===== src/rtl/blackjack_round_ctrl.sv =====
// BlackJack round sequencer: button sync, card req/ack handshake, hands, dealer policy.
// Optional soft-ace scoring is enabled by defining ACE_SOFT_EN.
module blackjack_round_ctrl #(
    parameter int CARD_W       = 4,
    parameter int HAND_W       = 5,
    parameter int DEALER_STAND = 17,
    parameter int BJ_LIMIT     = 21
) (
    input  logic              Clock,
    input  logic              reset,
    input  logic              enter_n,
    input  logic              pass_n,
    output logic              card_req,
    input  logic              card_ack,
    input  logic [CARD_W-1:0] card_val,
    output logic [HAND_W-1:0] phand,
    output logic [HAND_W-1:0] dhand,
    output logic [3:0]        state_out,
    output logic              win,
    output logic              lose
);

    typedef enum logic [3:0] {
        S_IDLE  = 4'd0,
        S_DP1   = 4'd1,
        S_DD1   = 4'd2,
        S_DP2   = 4'd3,
        S_PLAY  = 4'd4,
        S_PDRAW = 4'd5,
        S_DDRAW = 4'd6,
        S_DCHK  = 4'd7,
        S_WIN   = 4'd8,
        S_LOSE  = 4'd9
    } state_t;

    localparam int SW = HAND_W + 2;
    localparam logic [SW-1:0] LIM     = SW'(BJ_LIMIT);
    localparam logic [SW-1:0] SUM_MAX = SW'((2 ** HAND_W) - 1);
    localparam logic [HAND_W-1:0] H_LIM   = HAND_W'(BJ_LIMIT);
    localparam logic [HAND_W-1:0] H_STAND = HAND_W'(DEALER_STAND);

    function automatic logic [CARD_W-1:0] clamp_card(input logic [CARD_W-1:0] raw);
        logic [CARD_W-1:0] c;
        c = raw;
        if (raw == '0) c = CARD_W'(1);
        else if (raw > CARD_W'(10)) c = CARD_W'(10);
        return c;
    endfunction

`ifdef ACE_SOFT_EN
    // Returns {soft, sum}; a soft ace is demoted to 1 before the hand busts.
    function automatic logic [HAND_W:0] add_card(input logic [HAND_W-1:0] sum,
                                                 input logic soft,
                                                 input logic [CARD_W-1:0] raw);
        logic [CARD_W-1:0] c;
        logic [SW-1:0]     s;
        logic              soft_o;
        c      = clamp_card(raw);
        s      = SW'(sum) + SW'(c);
        soft_o = soft;
        if (c == CARD_W'(1) && (SW'(sum) + SW'(11)) <= LIM) begin
            s      = SW'(sum) + SW'(11);
            soft_o = 1'b1;
        end else if (s > LIM && soft) begin
            s      = s - SW'(10);
            soft_o = 1'b0;
        end
        if (s > SUM_MAX) s = SUM_MAX;
        return {soft_o, s[HAND_W-1:0]};
    endfunction
`else
    function automatic logic [HAND_W-1:0] add_card(input logic [HAND_W-1:0] sum,
                                                   input logic [CARD_W-1:0] raw);
        logic [SW-1:0] s;
        s = SW'(sum) + SW'(clamp_card(raw));
        if (s > SUM_MAX) s = SUM_MAX;
        return s[HAND_W-1:0];
    endfunction
`endif

    logic [2:0]        en_sync_q, ps_sync_q;
    state_t            state_q, state_d;
    logic [HAND_W-1:0] phand_q, phand_d, dhand_q, dhand_d;
    logic              card_req_q, card_req_d;
    logic              win_q, win_d, lose_q, lose_d;
    logic              enter_p, pass_p, got;
`ifdef ACE_SOFT_EN
    logic              psoft_q, psoft_d, dsoft_q, dsoft_d;
`endif

    // Buttons idle high; a pulse fires one cycle after the synchronized fall.
    assign enter_p = en_sync_q[2] & ~en_sync_q[1];
    assign pass_p  = ps_sync_q[2] & ~ps_sync_q[1];
    assign got     = card_req_q & card_ack;

    always_ff @(posedge Clock or posedge reset) begin
        if (reset) begin
            en_sync_q  <= 3'b111;
            ps_sync_q  <= 3'b111;
            state_q    <= S_IDLE;
            phand_q    <= '0;
            dhand_q    <= '0;
            card_req_q <= 1'b0;
            win_q      <= 1'b0;
            lose_q     <= 1'b0;
`ifdef ACE_SOFT_EN
            psoft_q    <= 1'b0;
            dsoft_q    <= 1'b0;
`endif
        end else begin
            en_sync_q  <= {en_sync_q[1:0], enter_n};
            ps_sync_q  <= {ps_sync_q[1:0], pass_n};
            state_q    <= state_d;
            phand_q    <= phand_d;
            dhand_q    <= dhand_d;
            card_req_q <= card_req_d;
            win_q      <= win_d;
            lose_q     <= lose_d;
`ifdef ACE_SOFT_EN
            psoft_q    <= psoft_d;
            dsoft_q    <= dsoft_d;
`endif
        end
    end

    always_comb begin
        state_d    = state_q;
        phand_d    = phand_q;
        dhand_d    = dhand_q;
        card_req_d = 1'b0;
`ifdef ACE_SOFT_EN
        psoft_d    = psoft_q;
        dsoft_d    = dsoft_q;
`endif
        case (state_q)
            S_IDLE, S_WIN, S_LOSE: begin
                if (enter_p) begin
                    phand_d = '0;
                    dhand_d = '0;
`ifdef ACE_SOFT_EN
                    psoft_d = 1'b0;
                    dsoft_d = 1'b0;
`endif
                    state_d = S_DP1;
                end
            end
            S_DP1, S_DP2, S_PDRAW: begin
                if (got) begin
`ifdef ACE_SOFT_EN
                    {psoft_d, phand_d} = add_card(phand_q, psoft_q, card_val);
`else
                    phand_d = add_card(phand_q, card_val);
`endif
                    state_d = (state_q == S_DP1) ? S_DD1 : S_PLAY;
                end else begin
                    card_req_d = 1'b1;
                end
            end
            S_DD1, S_DDRAW: begin
                if (got) begin
`ifdef ACE_SOFT_EN
                    {dsoft_d, dhand_d} = add_card(dhand_q, dsoft_q, card_val);
`else
                    dhand_d = add_card(dhand_q, card_val);
`endif
                    state_d = (state_q == S_DD1) ? S_DP2 : S_DCHK;
                end else begin
                    card_req_d = 1'b1;
                end
            end
            S_PLAY: begin
                if (phand_q == H_LIM)     state_d = S_WIN;
                else if (phand_q > H_LIM) state_d = S_LOSE;
                else if (enter_p)         state_d = S_PDRAW;
                else if (pass_p)          state_d = S_DDRAW;
            end
            S_DCHK: begin
                if (dhand_q > H_LIM)           state_d = S_WIN;
                else if (dhand_q < H_STAND)    state_d = S_DDRAW;
                else if (dhand_q > phand_q)    state_d = S_LOSE;
                else                           state_d = S_WIN;
            end
            default: state_d = S_IDLE;
        endcase
        win_d  = (state_d == S_WIN);
        lose_d = (state_d == S_LOSE);
    end

    assign card_req  = card_req_q;
    assign phand     = phand_q;
    assign dhand     = dhand_q;
    assign state_out = state_q;
    assign win       = win_q;
    assign lose      = lose_q;

endmodule

===== config.mk =====
export PLATFORM = sky130hd
export DESIGN_NAME = blackjack_round_ctrl
export DESIGN_NICKNAME = d
export VERILOG_FILES = /design/src/rtl/blackjack_round_ctrl.sv
export SDC_FILE = /design/constraint.sdc
export NUM_CORES = 1
export LEC_CHECK = 0
export ABC_AREA = 1
export CORE_MARGIN = 2
export CORE_UTILIZATION = 48
export DETAILED_ROUTE_END_ITERATION = 12
export PLACE_DENSITY = 0.83
export REMOVE_ABC_BUFFERS = 1
export SLEW_MARGIN = 20
export SYNTH_ARGS = -nofsm -noshare
export SYNTH_HDL_FRONTEND = slang
export SYNTH_SLANG_ARGS = --single-unit

===== constraint.sdc =====
create_clock -name Clock -period 1.5 [get_ports Clock]
set_input_delay 0.15 -clock Clock [delete_from_list [all_inputs] [get_ports Clock]]
set_output_delay 0.15 -clock Clock [all_outputs]
set_load 0.01 [all_outputs]

* After elaboration in Yosys (flattened, before gate mapping)
Index checks and enable logic that the tools add are counted.
** Word-level totals
- Output and inout port bits :: 17
- Flip-flop bits (word level) :: 23
** Cells by class
- Reduce and logical (&&, ||, !) cells :: 10
- Eq/ne operators :: 15
- Add/sub/neg operators :: 2
- Mux-type cells :: 27
- $lt $le $gt $ge :: 7
- Bitwise logic cells :: 5
** Operators with widths (count)
- $mux 4 :: 14
- $mux 5 :: 5
- $pmux 4 s5 :: 1
- $pmux 5 s2 :: 2
- $eq 4x3->1 const B :: 4
- $eq 4x4->1 const B :: 4
- $add 5x4->6 :: 2
- $gt 6x5->1 const B :: 2
- $gt 5x5->1 const B :: 2
- $eq 4x2->1 const B :: 2
- $logic_not 4->1 :: 2
- $mux 3 :: 2
- $ne 2x2->1 const B :: 3
- $reduce_and 3->1 :: 2
- $reduce_or 3->1 :: 2
- $eq 5x5->1 const B :: 1
- $gt 5x5->1 :: 1
- $lt 5x5->1 const B :: 1
- $reduce_or 5->1 :: 1
- $eq 4x1->1 const B :: 1
- $gt 4x4->1 const B :: 1
- $reduce_bool 2->1 :: 2
- $and 1x1->1 :: 3
- $mux 1 :: 3
- other kinds (2) :: 3

* Depth between registers and ports, before layout
- Depth after elaboration :: 10
- Depth in mapped cells :: 11

* Worst setup path before layout
OpenSTA, ideal clock, no wires.
- Kind :: input -> register
- Start :: input port card_val[3]
- End :: register phand_q[4] (netlist: phand[4])
- Stages :: 10
- Library setup time :: 116 ps
- Setup slack :: -184 ps
- Arrival time :: 1568 ps
- Cells stage by stage :: inv_1 > maj3_1 > ha_1 > fa_1 > nand3_1 > nand3_1 > xor2_1 > nand2_1 > nand2_1 > nand2_1
** On the way
- Word-level cells in the longest chain between the ends :: 10
- Elaborated cells between the ends (all ways) :: 11
** Ends and longest elaborated chain
- start, declared :: RTL line 15 : input logic [CARD_W-1:0] card_val,
- $gt 4x4->1 :: RTL line 46 : else if (raw > CARD_W'(10)) c = CARD_W'(10);
- $mux 4 :: RTL line 46
- $mux 4 * (2 in series)
- $mux 4 * :: RTL line 135 : case (state_q)
- $add 5x4->6 * :: RTL line 75 : s = SW'(sum) + SW'(clamp_card(raw));
- $gt 6x5->1 :: RTL line 76 : if (s > SUM_MAX) s = SUM_MAX;
- $mux 5 * :: RTL line 76
- $mux 5 * :: RTL line 148 : if (got) begin
- $pmux 5 s2 * :: RTL line 135
- end signal, assigned :: RTL line 114 : phand_q <= phand_d;
- end, declared :: RTL line 83 : logic [HAND_W-1:0] phand_q, phand_d, dhand_q, dhand_d;
Mark *: on every way between the ends. The rest lies on a longest branch, timed or not. The select of a mux whose other input is x is not followed.
A chain may end at the register's enable or synchronous reset.

* Worst setup path after layout
- Start :: register phand_q[2] (netlist: phand[2])
- End :: register win_q (netlist: win)
** On the way
- Word-level cells in the longest chain between the ends :: 6
- Elaborated cells between the ends (all ways) :: 10
** Ends and longest elaborated chain
- $gt 5x5->1 :: RTL line 180 : else if (dhand_q > phand_q) state_d = S_LOSE;
- $mux 1 :: RTL line 180
- $mux 4 :: RTL line 179 : else if (dhand_q < H_STAND) state_d = S_DDRAW;
- $mux 4 :: RTL line 178 : if (dhand_q > H_LIM) state_d = S_WIN;
- $pmux 4 s5 * :: RTL line 135
- via state_d[0] :: RTL line 82 : state_t state_q, state_d;
- $eq 4x4->1 * :: RTL line 185 : win_d = (state_d == S_WIN);
- via win_d :: RTL line 85 : logic win_q, win_d, lose_q, lose_d;
- end signal, assigned :: RTL line 117 : win_q <= win_d;
- end, declared :: RTL line 85
Mark *: on every way through the listed nets, which the timed path passes. The rest lies on a longest branch.

==> results.py <==
metrics = {
    "outcome": {
        "outcome": "finished, violations left",
        "violated_checks": "setup timing",
    },
    "clocking": {
        "clockBufferDepth": 2,
        "clkSlewWorstSetupHoldPaths_ns": 0.14,
        "htree_levels": 1,
        "cts.sinks": 23,
        "clock_insertion_delay_worst_skew_ns": 0.34,
        "cts_made_buffers": 3,
        "clock_tree.root_cell": "sky130_fd_sc_hd__clkbuf_4",
        "cts_hold_repair.buffers": 0,
        "clock_tree_from_tritoncts": "done",
    },
    "worst_setup_path": {
        "rrSetupSlack_ns": -0.18,
        "r2r_start": "phand[2]$_DFFE_PP0P_",
        "cell_chain_critical_path": "buf_6, inv_4, ha_4, nand2_1, inv_1, o21bai_1, nand3_2, nand2_2, nand2_2, nor2_2",
        "worstPathArrival_ns": 1.94,
        "startpoint_to_endpoint_class_of_the_critical_path": "flop to flop",
        "critical-path-slowest-cell": "sky130_fd_sc_hd__dfrtp_2",
        "endpoint_kind": "flop",
        "crit-reg2reg-capture": "win$_DFF_PP0_",
        "critical_path_peak_fanout": 4,
        "cp.required_ns": 1.76,
        "crit_path_start": "phand[2]$_DFFE_PP0P_",
        "critical_path.startpoint_type": "flop",
        "crit_top_cell": "sky130_fd_sc_hd__nand2_2",
        "timing.critical_path.slowest_cell_delay_ns": 0.48,
        "worst_r2r_path_depth": 10,
    },
    "power_and_ir_drop": {
        "sw_frac_of_total_pct": 47.5,
        "internal-power_mw": 2.12,
        "p_sw_mw": 1.92,
        "combPwrFrac_pct": 68.6,
        "pwr-share-clk_pct": 7.6,
        "pwrdens_mw_per_mm2": 1730,
        "static-leakage-power_nw": 1.28,
        "share_seq_of_total_power_pct": 23.7,
        "irDropWorstVdd_mv": 0.835,
        "report.power.total_mw": 4.03,
    },
    "timing": {
        "setup_repair_after_global_routing_missed_its_margin": "yes",
        "final.period_utilization_pct": 112,
        "setup_viol": 6,
        "slew_headroom_pct": 80.0,
        "final.min_clock_period_ns": 1.68,
        "skew_ns": 0.0146,
        "timing.fmax_mhz": 596,
        "worst_slew_pin_slew_ns": 0.300,
        "finalHoldViolations": 0,
        "report.final.slew_viol_count": 0,
        "post-route-worst-setup-slack_ns": -0.179,
    },
    "route": {
        "wl_per_cell_um": 14.3,
        "num_vias": 1578,
        "drt-pass1-iter-count": 4,
        "iteration_0_drc_markers": 85,
        "drtAntennaViolNets": 0,
        "vias_per_cell": 5.03,
        "finalWirelength_um": 4500,
        "detail_route.drc_violations": 0,
    },
    "placement": {
        "placement_stage_cell_area_sq_mm": 0.00204,
        "io_buffer_count": 25,
        "gp_congestion": 0.879,
        "half_perimeter_wire_length_after_detailed_placement_um": 2810,
    },
    "yosys": {
        "synth.yosys.seq_area_share_pct": 36.2,
        "yosysUniqueCellTypes": 27,
        "proportion_of_register_bits_with_asynchronous_set_or_reset_after_synthesis_pct": 100,
        "syn_avg_cell_area_sq_um": 7.39,
        "synth_flop_cell": "sky130_fd_sc_hd__dfrtp_1",
        "synth-seq-cells": 23,
        "synth_edf_count": 0,
        "combined_area_of_all_synthesized_cells_sq_mm": 0.00161,
        "synth-warning-count": 0,
        "syn_inst": 218,
    },
    "floorplan": {
        "design.core.area_sq_mm": 0.00328,
        "dieArea_sq_mm": 0.00384,
        "die_x_um": 61.9,
        "floorplan_row_count": 21,
        "ios": 26,
        "dieHeight_um": 61.9,
        "initial_cell_density_of_the_core_pct": 49.1,
    },
    "flow_run": {
        "max-cap-violations": 0,
    },
    "final_layout": {
        "final_cell_area_sq_mm": 0.00234,
        "final-seq-area_sq_um": 592,
        "final_common_cell": "sky130_fd_sc_hd__nand2_1",
        "final_net_count": 293,
        "number_of_antenna_diodes": 0,
        "layout_common_cells": "76 x sky130_fd_sc_hd__nand2_1, 23 x sky130_fd_sc_hd__inv_1, 18 x sky130_fd_sc_hd__buf_4",
        "multiInputGateArea_sq_mm": 0.00111,
        "layout-drive-gt1-share_pct": 34.0,
        "fillerInstances": 240,
        "syn_to_final_growth_pct": 45.0,
    },
    "global_routing": {
        "grt_start_max_net_pins": 24,
        "first_global_vias": 1480,
        "grt_pass1_wl_um": 6490,
        "global_route.overflow_total": 0,
        "grt_use_total_pct": 23.4,
        "antenna_found_initial": 0,
    },
    "worst_hold_path": {
        "min_path_type": "primary input to asynchronous set/reset pin",
    },
}
metrics by stage:
step	std cells	utilization [%]	setup WS (ns)	hold slack, ns	setup TNS, ns
finish	314	71.2	-0.179	0.136	-0.638
global route	314	71.2	-0.186	0.182	-1.05
CTS	312	67.0	-0.0479	0.151	-0.123
detailed placement	304	62.0	-0.781	0.349	-6.09
global placement	304	62.0	-0.747	0.345	-5.74
floorplan	217	-	-0.184	0.147	-0.519
synth_stat cells (3+ instances only):
cell type | number | area share, %
sky130_fd_sc_hd__nand3_1 | 12 | 3.7
sky130_fd_sc_hd__dfstp_2 | 6 | 9.8
sky130_fd_sc_hd__nand2_1 | 84 | 20
sky130_fd_sc_hd__xnor2_1 | 3 | 1.6
sky130_fd_sc_hd__nor3_1 | 3 | 0.93
sky130_fd_sc_hd__inv_1 | 25 | 5.8
sky130_fd_sc_hd__nor2_1 | 16 | 3.7
sky130_fd_sc_hd__inv_2 | 4 | 0.93
sky130_fd_sc_hd__nor2_2 | 3 | 1.2
sky130_fd_sc_hd__dfrtp_1 | 17 | 26
sky130_fd_sc_hd__ha_1 | 13 | 10
sky130_fd_sc_hd__a21oi_1 | 9 | 2.8
sky130_fd_sc_hd__o21bai_1 | 3 | 1.4
power by group through the flow:
| stage | clock network [mW] | registers (mW) | logic [mW] |
|---|---|---|---|
| finish | 0.308 | 0.956 | 2.77 |
| global route | 0.336 | 0.974 | 3.04 |
| CTS | 0.309 | 0.947 | 2.40 |
| detailed placement | 0 | 0.958 | 2.24 |
| global placement | 0 | 0.948 | 2.19 |
| floorplan | 0 | 1.03 | 1.35 |
area by class of cell:
class | count | area share, %
Inverter | 29 | 4.76
Clock buffer | 3 | 0.964
Clock inverter | 1 | 0.214
Multi-Input combinational cell | 165 | 47.6
Tap cell | 46 | 2.46
Timing Repair Buffer | 47 | 18.6
Sequential cell | 23 | 25.3
registers in the layout (all words and copies together) (netlist names):
signal and cells:
win 1, lose 1, ps_sync_q 3, phand 5, en_sync_q 3, card_req 1
state_out 4, dhand 5
critical path: cells and delay by family (launching register included):
family	cells	cell delay, ns
flops	1	0.48
buf+inv	3	0.26
fa+ha+maj	1	0.19
simple gates	5	0.47
compound gates	1	0.20
timing repair:
action / 4_1_cts / 5_1_grt
setup endpoints to repair: 24 / 20
buffers inserted: 4 / 2
gates cloned: 0 / 0
hold endpoints to repair: 0 / 0
pin swaps: 15 / 22
gates resized for setup: 42 / 29
worst max-delay path by stage:
stage / to / cells past startpoint / slack (ns)
global placement: phand[4]$_DFFE_PP0P_ / 11 / -0.75
finish: win$_DFF_PP0_ / 10 / -0.18
floorplan: phand[4]$_DFFE_PP0P_ / 10 / -0.18
detailed placement: dhand[4]$_DFFE_PP0P_ / 11 / -0.78
CTS: phand[4]$_DFFE_PP0P_ / 8 / -0.05
global route: phand[4]$_DFFE_PP0P_ / 8 / -0.19
routing by layer:
| metal | vias up | track usage, % | share of wire [%] |
|---|---|---|---|
| li1 | 781 | - | - |
| met4 | 0 | 12.5 | 2.0 |
| met2 | 67 | 39.1 | 50 |
| met3 | 7 | 3.73 | 5.7 |
| met5 | - | 0 | 0 |
| met1 | 723 | 28.8 | 42 |
cells by family after synthesis:
family,after synthesis,share of synthesized area (%)
AOI/OAI and AO/OA,16,5.90
DFF,23,36.2
buffers and inverters,30,6.99
xor gates and xnor gates,5,2.72
adders and majority gates,16,13.2
and+or+nand+nor,128,35.0
Power figures use the tool's default switching activity.
